==> src/rtl/scene_sequencer_pkg.sv <==
// scene_sequencer_pkg: shared FSM state type and brightness constant
package scene_sequencer_pkg;
  typedef enum logic [1:0] {SHOW, FADE_OUT, SWITCH, FADE_IN} state_t;
  localparam logic [4:0] LEVEL_MAX = 5'd16;
endpackage

==> src/rtl/scene_sequencer_if.sv <==
// scene_sequencer_if: timer/control/colour bundle between the video pipeline and the sequencer
interface scene_sequencer_if;
  logic [31:0] frame;
  logic        next_req;
  logic        pause;
  logic [3:0]  in_r, in_g, in_b;
  logic [1:0]  scene_sel;
  logic [3:0]  r, g, b;
  logic [4:0]  level;
  logic        fading;
  modport master (output frame, next_req, pause, in_r, in_g, in_b,
                  input scene_sel, r, g, b, level, fading);
  modport slave (input frame, next_req, pause, in_r, in_g, in_b,
                 output scene_sel, r, g, b, level, fading);
endinterface

==> src/rtl/scene_sequencer_color_scaler.sv <==
// color_scaler: scales a 4-bit colour by a 0..16 brightness level
module color_scaler (
  input  logic [3:0] c,
  input  logic [4:0] level,
  output logic [3:0] y
);
  logic [8:0] p;
  assign p = 9'(c) * 9'(level);
  assign y = 4'(p >> 4);
endmodule

==> src/rtl/scene_sequencer.sv <==
// scene_sequencer: cycles scene generators with a fade-out/fade-in between scenes
module scene_sequencer
  import scene_sequencer_pkg::*;
#(
  parameter int SCENES           = 4,
  parameter int HOLD_FRAMES      = 600,
  parameter int FADE_STEP_FRAMES = 2
) (
  input logic clk,
  input logic rst,
  scene_sequencer_if.slave bus
);
  localparam int HW = HOLD_FRAMES > 1 ? $clog2(HOLD_FRAMES) : 1;
  localparam int SW = $clog2(FADE_STEP_FRAMES) + 1;
  localparam logic [HW-1:0] HOLD_LAST = HW'(HOLD_FRAMES - 1);
  localparam logic [SW-1:0] STEP_LAST = SW'(FADE_STEP_FRAMES - 1);
  localparam logic [1:0] SEL_LAST = 2'(SCENES - 1);
  state_t state, state_n;
  logic [1:0] scene_sel, sel_n;
  logic [4:0] level, level_n;
  logic [HW-1:0] hold_cnt, hold_n;
  logic [SW-1:0] step_cnt, step_n;
  logic pending, pend_n;
  logic [31:0] frame_prev;
  logic tick, step_done;
  assign tick = bus.frame != frame_prev;
  assign step_done = step_cnt == STEP_LAST;
  // state register; frame_prev resets to the timer's reset value so release makes no tick
  always_ff @(posedge clk or posedge rst) begin
    if (rst) begin
      state      <= SHOW;
      scene_sel  <= '0;
      level      <= LEVEL_MAX;
      hold_cnt   <= '0;
      step_cnt   <= '0;
      pending    <= 1'b0;
      frame_prev <= '1;
    end else begin
      state      <= state_n;
      scene_sel  <= sel_n;
      level      <= level_n;
      hold_cnt   <= hold_n;
      step_cnt   <= step_n;
      pending    <= pend_n;
      frame_prev <= bus.frame;
    end
  end
  // next-state: skip requests latch any cycle in SHOW, everything else moves on frame ticks only
  always_comb begin
    state_n = state;
    sel_n   = scene_sel;
    level_n = level;
    hold_n  = hold_cnt;
    step_n  = step_cnt;
    pend_n  = pending | (state == SHOW && bus.next_req);
    if (tick) begin
      unique case (state)
        SHOW: begin
          if (pend_n || (!bus.pause && hold_cnt == HOLD_LAST)) begin
            state_n = FADE_OUT;
            hold_n  = '0;
            pend_n  = 1'b0;
          end else if (!bus.pause) hold_n = hold_cnt + 1'b1;
        end
        FADE_OUT: begin
          step_n = step_done ? '0 : step_cnt + 1'b1;
          if (step_done) begin
            level_n = level - 1'b1;
            state_n = level == 5'd1 ? SWITCH : FADE_OUT;
          end
        end
        SWITCH: begin
          sel_n   = scene_sel == SEL_LAST ? 2'd0 : scene_sel + 1'b1;
          step_n  = '0;
          state_n = FADE_IN;
        end
        FADE_IN: begin
          step_n = step_done ? '0 : step_cnt + 1'b1;
          if (step_done) begin
            level_n = level + 1'b1;
            if (level == LEVEL_MAX - 5'd1) begin
              state_n = SHOW;
              hold_n  = '0;
            end
          end
        end
      endcase
    end
  end
  assign bus.scene_sel = scene_sel;
  assign bus.level     = level;
  assign bus.fading    = state != SHOW;
  color_scaler u_r (.c(bus.in_r), .level(level), .y(bus.r));
  color_scaler u_g (.c(bus.in_g), .level(level), .y(bus.g));
  color_scaler u_b (.c(bus.in_b), .level(level), .y(bus.b));
endmodule

==> src/flat_wrapper.sv <==
// flat-port wrapper written by rule: the top's interface ports become plain ports
module scene_sequencer_flat import scene_sequencer_pkg::*;
#(
  parameter int SCENES           = 4,
  parameter int HOLD_FRAMES      = 600,
  parameter int FADE_STEP_FRAMES = 2
)
  (clk, rst, bus_frame, bus_next_req, bus_pause, bus_in_r, bus_in_g, bus_in_b, bus_scene_sel, bus_r, bus_g, bus_b, bus_level, bus_fading);
  scene_sequencer_if bus_i ();
  input logic clk;
  input logic rst;
  input wire logic [$bits(bus_i.frame)-1:0] bus_frame;
  input wire logic [$bits(bus_i.next_req)-1:0] bus_next_req;
  input wire logic [$bits(bus_i.pause)-1:0] bus_pause;
  input wire logic [$bits(bus_i.in_r)-1:0] bus_in_r;
  input wire logic [$bits(bus_i.in_g)-1:0] bus_in_g;
  input wire logic [$bits(bus_i.in_b)-1:0] bus_in_b;
  output wire logic [$bits(bus_i.scene_sel)-1:0] bus_scene_sel;
  output wire logic [$bits(bus_i.r)-1:0] bus_r;
  output wire logic [$bits(bus_i.g)-1:0] bus_g;
  output wire logic [$bits(bus_i.b)-1:0] bus_b;
  output wire logic [$bits(bus_i.level)-1:0] bus_level;
  output wire logic [$bits(bus_i.fading)-1:0] bus_fading;
  assign bus_i.frame = bus_frame;
  assign bus_i.next_req = bus_next_req;
  assign bus_i.pause = bus_pause;
  assign bus_i.in_r = bus_in_r;
  assign bus_i.in_g = bus_in_g;
  assign bus_i.in_b = bus_in_b;
  assign bus_scene_sel = bus_i.scene_sel;
  assign bus_r = bus_i.r;
  assign bus_g = bus_i.g;
  assign bus_b = bus_i.b;
  assign bus_level = bus_i.level;
  assign bus_fading = bus_i.fading;
  scene_sequencer #(.SCENES(SCENES), .HOLD_FRAMES(HOLD_FRAMES), .FADE_STEP_FRAMES(FADE_STEP_FRAMES)) u_core (.clk(clk), .rst(rst), .bus(bus_i));
endmodule
==> config.mk <==
export PLATFORM = sky130hd
export DESIGN_NAME = scene_sequencer_flat
export DESIGN_NICKNAME = d
export VERILOG_FILES = /design/src/rtl/scene_sequencer_pkg.sv /design/src/rtl/scene_sequencer_if.sv /design/src/rtl/scene_sequencer_color_scaler.sv /design/src/rtl/scene_sequencer.sv /design/src/flat_wrapper.sv
export SDC_FILE = /design/constraint.sdc
export NUM_CORES = 1
export LEC_CHECK = 0
export CORE_ASPECT_RATIO = 0.8
export CORE_UTILIZATION = 49
export CTS_CLUSTER_DIAMETER = 100
export DETAILED_ROUTE_END_ITERATION = 16
export GPL_TIMING_DRIVEN = 0
export PLACE_DENSITY_LB_ADDON = 0.05
export REMOVE_ABC_BUFFERS = 1
export SLEW_MARGIN = 20
export SYNTH_ARGS = -nofsm -noshare
export SYNTH_HDL_FRONTEND = slang
export SYNTH_HIERARCHICAL = 1
export SYNTH_SLANG_ARGS = --single-unit
export TNS_END_PERCENT = 10
==> constraint.sdc <==
create_clock -name clk -period 4.8 [get_ports clk]
set_clock_uncertainty 0.05 [all_clocks]
set_input_delay 1.44 -clock clk [delete_from_list [all_inputs] [get_ports clk]]
set_output_delay 1.44 -clock clk [all_outputs]
set_load 0.02 [all_outputs]
---- Word level (Yosys, flattened, before mapping) ----
Cells that the tools add are included.
cells by class
  add/sub/neg operators ................... 5
  $mul .................................... 3
  equality and inequality tests ........... 14
  muxes and demuxes ....................... 20
  bitwise operators ....................... 1
  reduce and logical (&&, ||, !) cells .... 15
operators with widths
  cell                     count
  $mux W10                 4
  $ne A32 B32 Y1           1
  $mul A4 B5 Y8            3
  $pmux W10 S2             1
  $mux W2                  7
  $add A10 B1 Y10 const B  1
  $eq A10 B10 Y1 const B   1
  $mux W5                  2
  $pmux W5 S2              1
  $reduce_and A5 Y1        2
  $pmux W2 S4              1
  $reduce_bool A2 Y1       4
  $eq A2 B2 Y1 const B     3
  $ne A2 B1 Y1 const B     3
  $add A5 B1 Y5 const B    1
  $eq A5 B1 Y1 const B     1
  $eq A5 B4 Y1 const B     1
  $sub A5 B1 Y5 const B    1
  $add A2 B1 Y2 const B    2
  $eq A2 B1 Y1 const B     2
  $pmux W2 S2              1
  $reduce_and A2 Y1        2
  $reduce_and A4 Y1        1
  $mux W1                  3
  8 further kinds          9
storage, ports and cells
  register bits after elaboration ......... 54
  output and inout bits ................... 20

---- Logic depth before layout (Yosys ltp) ----
Gate-level depths: netlist of the first run.
  word-level depth ........................ 7
  mapped depth ............................ 10

---- Hierarchy ----
Netlist of the first run, hierarchy kept.
modules (own cells, without submodules)
  module           instances  cells each  area an instance (um2)  seq. area each (um2)
  scene_sequencer  1          243         2,731.4                 1,392.6
  color_scaler     3          55          470.5                   0.0

---- Least setup slack after synthesis of the first run ----
No wires, ideal clock.
  kind .................................... input to output
  start point ............................. in bus_in_g[3]
  end point ............................... out bus_g[3]
  arrival ................................. 3.738 ns
  slack ................................... -0.428 ns
  cell stages on the path ................. 10
  path buffers ............................ 0
  path through ............................ and2_1 -> fa_1 -> inv_1 -> fa_1 -> inv_1 -> ha_1 -> a21oi_1 -> o21ai_0 -> a41oi_1 -> xnor2_1
between the ends
  word-level cells in the longest chain between the ends .. 1
ends and longest elaborated chain
  item                line                               RTL
  start: declaration  flat_wrapper.sv:16                 input wire logic [$bits(bus_i.in_g)-1:0] bus_in_g;
  $mul A4 B5 Y8       scene_sequencer_color_scaler.sv:8  assign p = 9'(c) * 9'(level);
  end: declaration    flat_wrapper.sv:20                 output wire logic [$bits(bus_i.g)-1:0] bus_g;
No other way between the ends.

---- Final worst setup path of the first run ----
  start point ............................. in bus_in_g[1]
  end point ............................... out bus_g[2]
Same word-level chain as after synthesis.

==> results of run 1 <==
[layout by cell type, fill, tap and decap left out, drive strengths merged, types with 6 or more instances in the layout]
cell type      instances
clkdlybuf4s50         44
dfrtp                 21
inv                   30
buf                   27
or4                    7
o21ai                 17
and2                  35
nor2                  13
nand3                  6
mux2                   6
fa                    15
nor4                   9
nand4                  8
ha                    38
nand2                 42
dfstp                 33
xnor2                 12
xor2                  42
a211o                  7
a21oi                 21
[registers in the layout, summed over array words and instances (netlist names), named ones only]
register / count
u_core/bus.scene_sel: 2
u_core/frame_prev: 32
u_core/pending: 1
u_core/bus.level: 5
u_core/hold_cnt: 10
u_core/state: 1
u_core/step_cnt: 2
[logic make-up after synthesis]
group / count (synthesis) / share of synthesized area
buf+inv: 35 / 0.0338
flops: 54 / 0.336
simple gates: 137 / 0.188
xor+xnor: 54 / 0.114
fa+ha+maj: 53 / 0.187
mux: 8 / 0.0211
compound gates: 67 / 0.120
[power groups by stage]
stage	Sequential, mW	Combinational (mW)	Clock [mW]
detailed placement	0.688	2.06	0
CTS	0.690	2.19	0.329
global route	0.711	2.46	0.341
floorplan	0.673	1.37	0
finish	0.690	2.22	0.313
global placement	0.682	2.01	0
[synth_stat cells, types with 2 or more instances]
library cell and count:
a211o_1 7, a21o_1 2, a21oi_1 21, a2bb2oi_1 2
a41oi_1 3, and2_1 29, and2_2 6, and3_1 5
and4_1 4, clkbuf_1 3, dfrtp_1 21, dfstp_2 33
fa_1 15, ha_1 38, inv_1 29, mux2_2 5
mux2i_1 2, nand2_1 42, nand3_1 6, nand4_1 5
nand4_2 3, nor2_1 13, nor4_1 9, o21ai_0 13
o21ai_2 3, o21ba_4 3, o21bai_2 3, or4_1 7
xnor2_1 12, xor2_1 42
[layer usage]
layer | vias to the layer above | GRT usage
met5 | - | 0
met4 | 0 | 0.0525
met3 | 12 | 0.0303
met2 | 77 | 0.346
met1 | 1490 | 0.263
li1 | 1561 | -
[worst max-delay path: cells and delay by family]
kind                     cells  cell delay (ns)
XOR/XNOR                     1             0.15
buffers and inverters        3             0.29
AND/OR/NAND/NOR              2             0.15
AO/OA/AOI/OAI                2             0.41
adder cells (fa/ha/maj)      3             1.31
[timing repair]
action,4_1_cts,5_1_grt
endpoints found under the setup margin,12,12
buffers inserted,5,0
pin swaps,31,9
gates resized for setup,146,4
[layout make-up]
| class | instances | area (um2) |
|---|---|---|
| Tap cell | 108 | 135 |
| Multi-Input combinational cell | 319 | 2740 |
| Timing Repair Buffer | 73 | 698 |
| Sequential cell | 54 | 1390 |
| Clock buffer | 5 | 68.8 |
| Inverter | 29 | 109 |
| Fill cell | 686 | 2870 |
| Clock inverter | 3 | 48.8 |
[stage by stage]
stage	TNS (ns)	instance area [um2]	cells
after floorplan	-4.20	4110	402
after global placement	-16.76	4920	577
after detailed placement	-17.07	4940	578
after CTS	-4.69	5170	591
after global routing	-5.81	5190	591
final	-4.51	5190	591
[worst min-delay path by stage]
| stage | depth (start not counted) | slack, ns | to | from |
|---|---|---|---|---|
| 3_3_place_gp | 1 | 0.44 | u_core/step_cnt[1]$_DFFE_PP0P_ | u_core/step_cnt[1]$_DFFE_PP0P_ |
| 6_report | 1 | 0.48 | u_core/step_cnt[1]$_DFFE_PP0P_ | u_core/step_cnt[1]$_DFFE_PP0P_ |
| 2_1_floorplan | 1 | 0.41 | u_core/step_cnt[1]$_DFFE_PP0P_ | u_core/step_cnt[1]$_DFFE_PP0P_ |
| 5_1_grt | 1 | 0.51 | u_core/step_cnt[1]$_DFFE_PP0P_ | u_core/step_cnt[1]$_DFFE_PP0P_ |
| 3_5_place_dp | 1 | 0.46 | u_core/step_cnt[1]$_DFFE_PP0P_ | u_core/step_cnt[1]$_DFFE_PP0P_ |
| 4_1_cts | 1 | 0.48 | u_core/step_cnt[1]$_DFFE_PP0P_ | u_core/step_cnt[1]$_DFFE_PP0P_ |
==> flow_summary_export.csv, run 1 <==
group,metric,value,unit
grt,grt_pass1_wl,14500,um
floorplanning,die-area,8830,um2
floorplanning,initial_core_util,0.514,
detailed_routing,vias,3140,
detailed_routing,wl_per_cell,13.8,um
hold_path,hold_path.class,"flop to flop",
yosys,avgSynthCellArea,10.2,um2
worst_setup_path,timing.rr.end,"u_core/hold_cnt[4]$_DFFE_PP0P_",
detailed_routing,drt-initial-drc-count,150,
sta,rsz0062_at_grt,"true",
worst_setup_path,setup.worst_path.end,"bus_g[2]",
sta,relSlewSlack,0.515,
yosys,yosys.area.top_type,"dfstp_2",
yosys,ys_ff_latch,54,
cts,clock_latency,0.31,ns
worst_setup_path,reg2reg_depth,8,
grt,grt_max_degree,35,
detailed_routing,wl_met3,376,um
sta,worst_pin_slew,0.727,ns
place,pre_cts_ws,-1.56,ns
floorplanning,ioPinCount,68,
place,gp_congestion,0.783,
sta,fin_ws,-0.440,ns
sta,fmax,191,MHz
yosys,synth.top_cell.area_share,0.209,
detailed_routing,wirelength,8140,um
worst_setup_path,r2r_start,"u_core/bus.level[0]$_DFFE_PP0P_",
sta,final_hold_viol_count,0,
grt,grt_pass1_vias,3184,
worst_setup_path,startpoint,"bus_in_g[1]",
power,power_density,622,nW/um2
cts,clk_pin_slew,0.09,ns
yosys,synth_area_leaders,"dfstp_2, dfrtp_1, ha_1",
worst_setup_path,path_cells,"buf_8, nand2_4, fa_1, inv_1, fa_1, ha_1, nand4_2, o21ba_4, o21ai_2, xor2_1, buf_4",
yosys,netlist-cell-type-count,52,
detailed_routing,wl_met1,3840,um
detailed_routing,drc_errors,0,
detailed_routing,viasPerCell,5.31,
cts,cts.htree.levels,2,
yosys,async_flop_share,1.00,
detailed_routing,routed.top_layer,"met4",
final_layout,final_core_util,0.644,
worst_setup_path,worstSetupPathType,"input port to output pin",
final_layout,drive_gt1_frac,0.255,
floorplanning,num_rows,29,
yosys,yosysSeqAreaShare,0.336,
cts,cts.path.max_buffers,2,
power,seqPwrFrac,0.214,
final_layout,synthToLayoutAreaGrowth,25.3,%
run_status,violations,"negative setup slack",
sta,whs,0.475,ns
cts,cts_tree,"yes",
detailed_routing,firstDrtPassIters,4,
power,netSwitchingFraction,0.456,
detailed_routing,dr_wl_met2,3830,um
worst_setup_path,worst-path-max-fanout,4,
grt,antenna_found_initial,0,
final_layout,antenna_cells,0,
final_layout,nets,583,
power,power_leakage,2.43,nW
sta,fin_crit,5.24,ns
worst_setup_path,reg2reg_slack,1.82,ns
power,p_comb_frac,0.689,
power,internal-power,1.76,mW
worst_setup_path,cp_common_cell,"fa_1",
grt,grt_remaining_overflow,0,
yosys,synthCells,408,
power,p_total,3.23,mW
worst_setup_path,worstPathRequired,3.31,ns
grt,grt_usage,0.200,
cts,hold_buffers,0,
detailed_routing,final_antenna_net_count,0,
worst_setup_path,crit_slowest_cell,"fa_1",
yosys,yosysWarnings,6,
worst_setup_path,worstSetupEndpointType,"output pin",
sta,fin_crit_sh,1.09,
worst_setup_path,cpPeakStageDelay,0.55,ns
power,pwr-share-clk,0.097,
cts,cts_made_buffers,5,
run_status,status,"finished, violations left",
worst_setup_path,cp-start-kind,"input port",
run,timing.max_cap.violations,0,
yosys,ys.flop_type,"dfstp_2",
floorplanning,fp.dieH,84.2,um
yosys,synth_edf_count,0,
place,dp_hpwl,6060,um
cts,clock-sinks,54,
power,ir_drop,0.420,mV
floorplanning,coreArea,8060,um2
sta,final_max_slew_viol_count,0,
cts,cts-root-buf,"clkbuf_8",
floorplanning,die_width,105,um
sta,setup_violations,12,
yosys,netlist_area,4140,um2
worst_setup_path,arrival,3.75,ns
place,io_buffers,67,
power,p_switching,1.47,mW
Note: power is estimated with default switching activity, not from simulation.
==> run 2: changes to the inputs <==
CORE_UTILIZATION = 58   (was 49)
DONT_BUFFER_PORTS = 1   (was unset)
==> flow_summary_export.csv, run 2 (same netlist as run 1, synthesis figures left out) <==
group,metric,value,unit
hold_path,hold_path.class,"flop to flop",
worst_setup_path,critPathBufInv,2,
worst_setup_path,reg2reg_depth,8,
floorplanning,initial_core_util,0.601,
worst_setup_path,cp-start-kind,"input port",
detailed_routing,viasPerCell,5.93,
place,gp_congestion,0.746,
place,dp_hpwl,5740,um
run,timing.max_cap.violations,0,
sta,fmax,194,MHz
power,ir_drop,0.276,mV
final_layout,mostFrequentLayoutCells,"nand2_1, xor2_1, ha_1",
worst_setup_path,worst-path-max-fanout,5,
floorplanning,die_width,96.5,um
sta,setup_violations,12,
sta,final_hold_viol_count,0,
floorplanning,die-area,7490,um2
sta,whs,0.475,ns
final_layout,synthToLayoutAreaGrowth,13.0,%
sta,worst_pin_slew,0.789,ns
sta,fin_ws,-0.348,ns
final_layout,reg_top3,"u_core/frame_prev: 32 flops, u_core/hold_cnt: 10 flops, u_core/bus.level: 5 flops",
final_layout,layout_commonest_cell,"nand2_1",
place,place_inst,490,
detailed_routing,final_antenna_net_count,0,
worst_setup_path,arrival,3.66,ns
detailed_routing,firstDrtPassIters,4,
final_layout,largest-register,"u_core/frame_prev",
sta,final_max_slew_viol_count,0,
cts,cts.htree.levels,2,
floorplanning,coreArea,6890,um2
detailed_routing,wirelength,8040,um
worst_setup_path,crit_slowest_cell,"fa_1",
cts,clk_pin_slew,0.09,ns
grt,grt_pass1_wl,13100,um
cts,cts_tree,"yes",
detailed_routing,wl_per_cell,16.1,um
grt,grt_usage,0.225,
hold_path,hold_depth,1,
run_status,status,"finished, violations left",
cts,clock_latency,0.31,ns
cts,clock-sinks,54,
final_layout,nets,512,
floorplanning,fp.dieH,77.6,um
final_layout,largest_reg_flops,32,
place,pre_cts_ws,-0.559,ns
place,io_buffers,0,
sta,rsz0062_at_grt,"true",
sta,relSlewSlack,0.474,
final_layout,instances_no_fill,499,
grt,grt_max_degree,32,
power,power_leakage,2.16,nW
worst_setup_path,worstPathRequired,3.31,ns
final_layout,antenna_cells,0,
floorplanning,ioPinCount,68,
final_layout,final_core_util,0.679,
worst_setup_path,cp_top_family,"adder cells",
final_layout,regArea,1390,um2
worst_setup_path,worstSetupEndpointType,"output pin",
worst_setup_path,cpPeakStageDelay,0.53,ns
final_layout,num-fill-cells,511,
sta,fin_crit,5.15,ns
cts,cts.path.max_buffers,2,
run_status,violations,"negative setup slack",
sta,fin_crit_sh,1.07,
cts,cts_made_buffers,5,
detailed_routing,drc_errors,0,
grt,antenna_found_initial,0,
worst_setup_path,crit_cells,10,
detailed_routing,vias,2961,
worst_setup_path,worstSetupPathType,"input port to output pin",
floorplanning,num_rows,27,
worst_setup_path,path_cells,"and2_1, fa_1, inv_1, fa_1, inv_1, ha_1, nand2_1, o21ai_1, a41oi_2, xnor2_2",
grt,grt_remaining_overflow,0,
final_layout,multi_input_area,2920,um2
grt,grt_pass1_vias,3037,
final_layout,drive_gt1_frac,0.238,
detailed_routing,drt-initial-drc-count,111,
cts,cts-root-buf,"clkbuf_8",
cts,hold_buffers,0,
power,power_density,678,nW/um2
==> run 2: layout make-up <==
cell class	count	area share
repair buffers	2	0.00749
flip-flops and latches	54	0.298
well taps	87	0.0233
inverters	29	0.0233
clock inverters	1	0.00187
multi-input cells	319	0.624
clock buffers	7	0.0230
==> run 2: worst register-to-register path: cells and delay by family, from the launching register on <==
kind                       cells  cell delay [ns]
AOI/OAI and AO/OA              3             0.78
DFF                            1             0.87
adders and majority gates      2             0.46
and+or+nand+nor                3             0.84
==> run 2: timing repair <==
item | in CTS | in global routing
buffers inserted | 0 | 1
gates resized for setup | 39 | 5
pin swaps | 22 | 9
endpoints found under the setup margin | 12 | 12
==> run 2: worst paths after layout <==
kind | from | slack (ns) | end
max | bus_in_r[3] | -0.35 | bus_r[3]
min | u_core/step_cnt[1]$_DFFE_PP0P_ | 0.48 | u_core/step_cnt[1]$_DFFE_PP0P_
max reg2reg | u_core/bus.level[0]$_DFFE_PP0P_ | 1.76 | u_core/hold_cnt[8]$_DFFE_PP0P_
min reg2reg | u_core/step_cnt[1]$_DFFE_PP0P_ | 0.48 | u_core/step_cnt[1]$_DFFE_PP0P_
max in group asynchronous | rst | 3.03 | u_core/frame_prev[3]$_DFF_PP1_
min in group asynchronous | rst | 1.05 | u_core/hold_cnt[0]$_DFFE_PP0P_
==> run 2: through the flow <==
| stage | cell area (um2) | setup TNS [ns] | power (mW) |
|---|---|---|---|
| 3_5_place_dp | 4250 | -5.49 | 2.31 |
| 5_1_grt | 4680 | -4.52 | 3.43 |
| 6_report | 4680 | -3.28 | 3.17 |
| 4_1_cts | 4630 | -3.52 | 3.04 |
| 3_3_place_gp | 4220 | -5.21 | 2.26 |
| 2_1_floorplan | 4110 | -4.20 | 2.04 |
==> run 2: where the power goes <==
part | internal (mW) | switching (mW)
sequential | 0.538 | 0.188
clock | 0.151 | 0.147
combinational | 0.904 | 1.24
==> run 2: layer usage <==
layer  up-vias  wire length (um)  GRT usage  share of wire
met3        11               489     0.0490          0.061
met2        88              4010      0.399           0.50
met4         0               102     0.0603          0.013
li1       1419                 -          -              -
met5         -                 0          0              0
met1      1443              3440      0.273           0.43
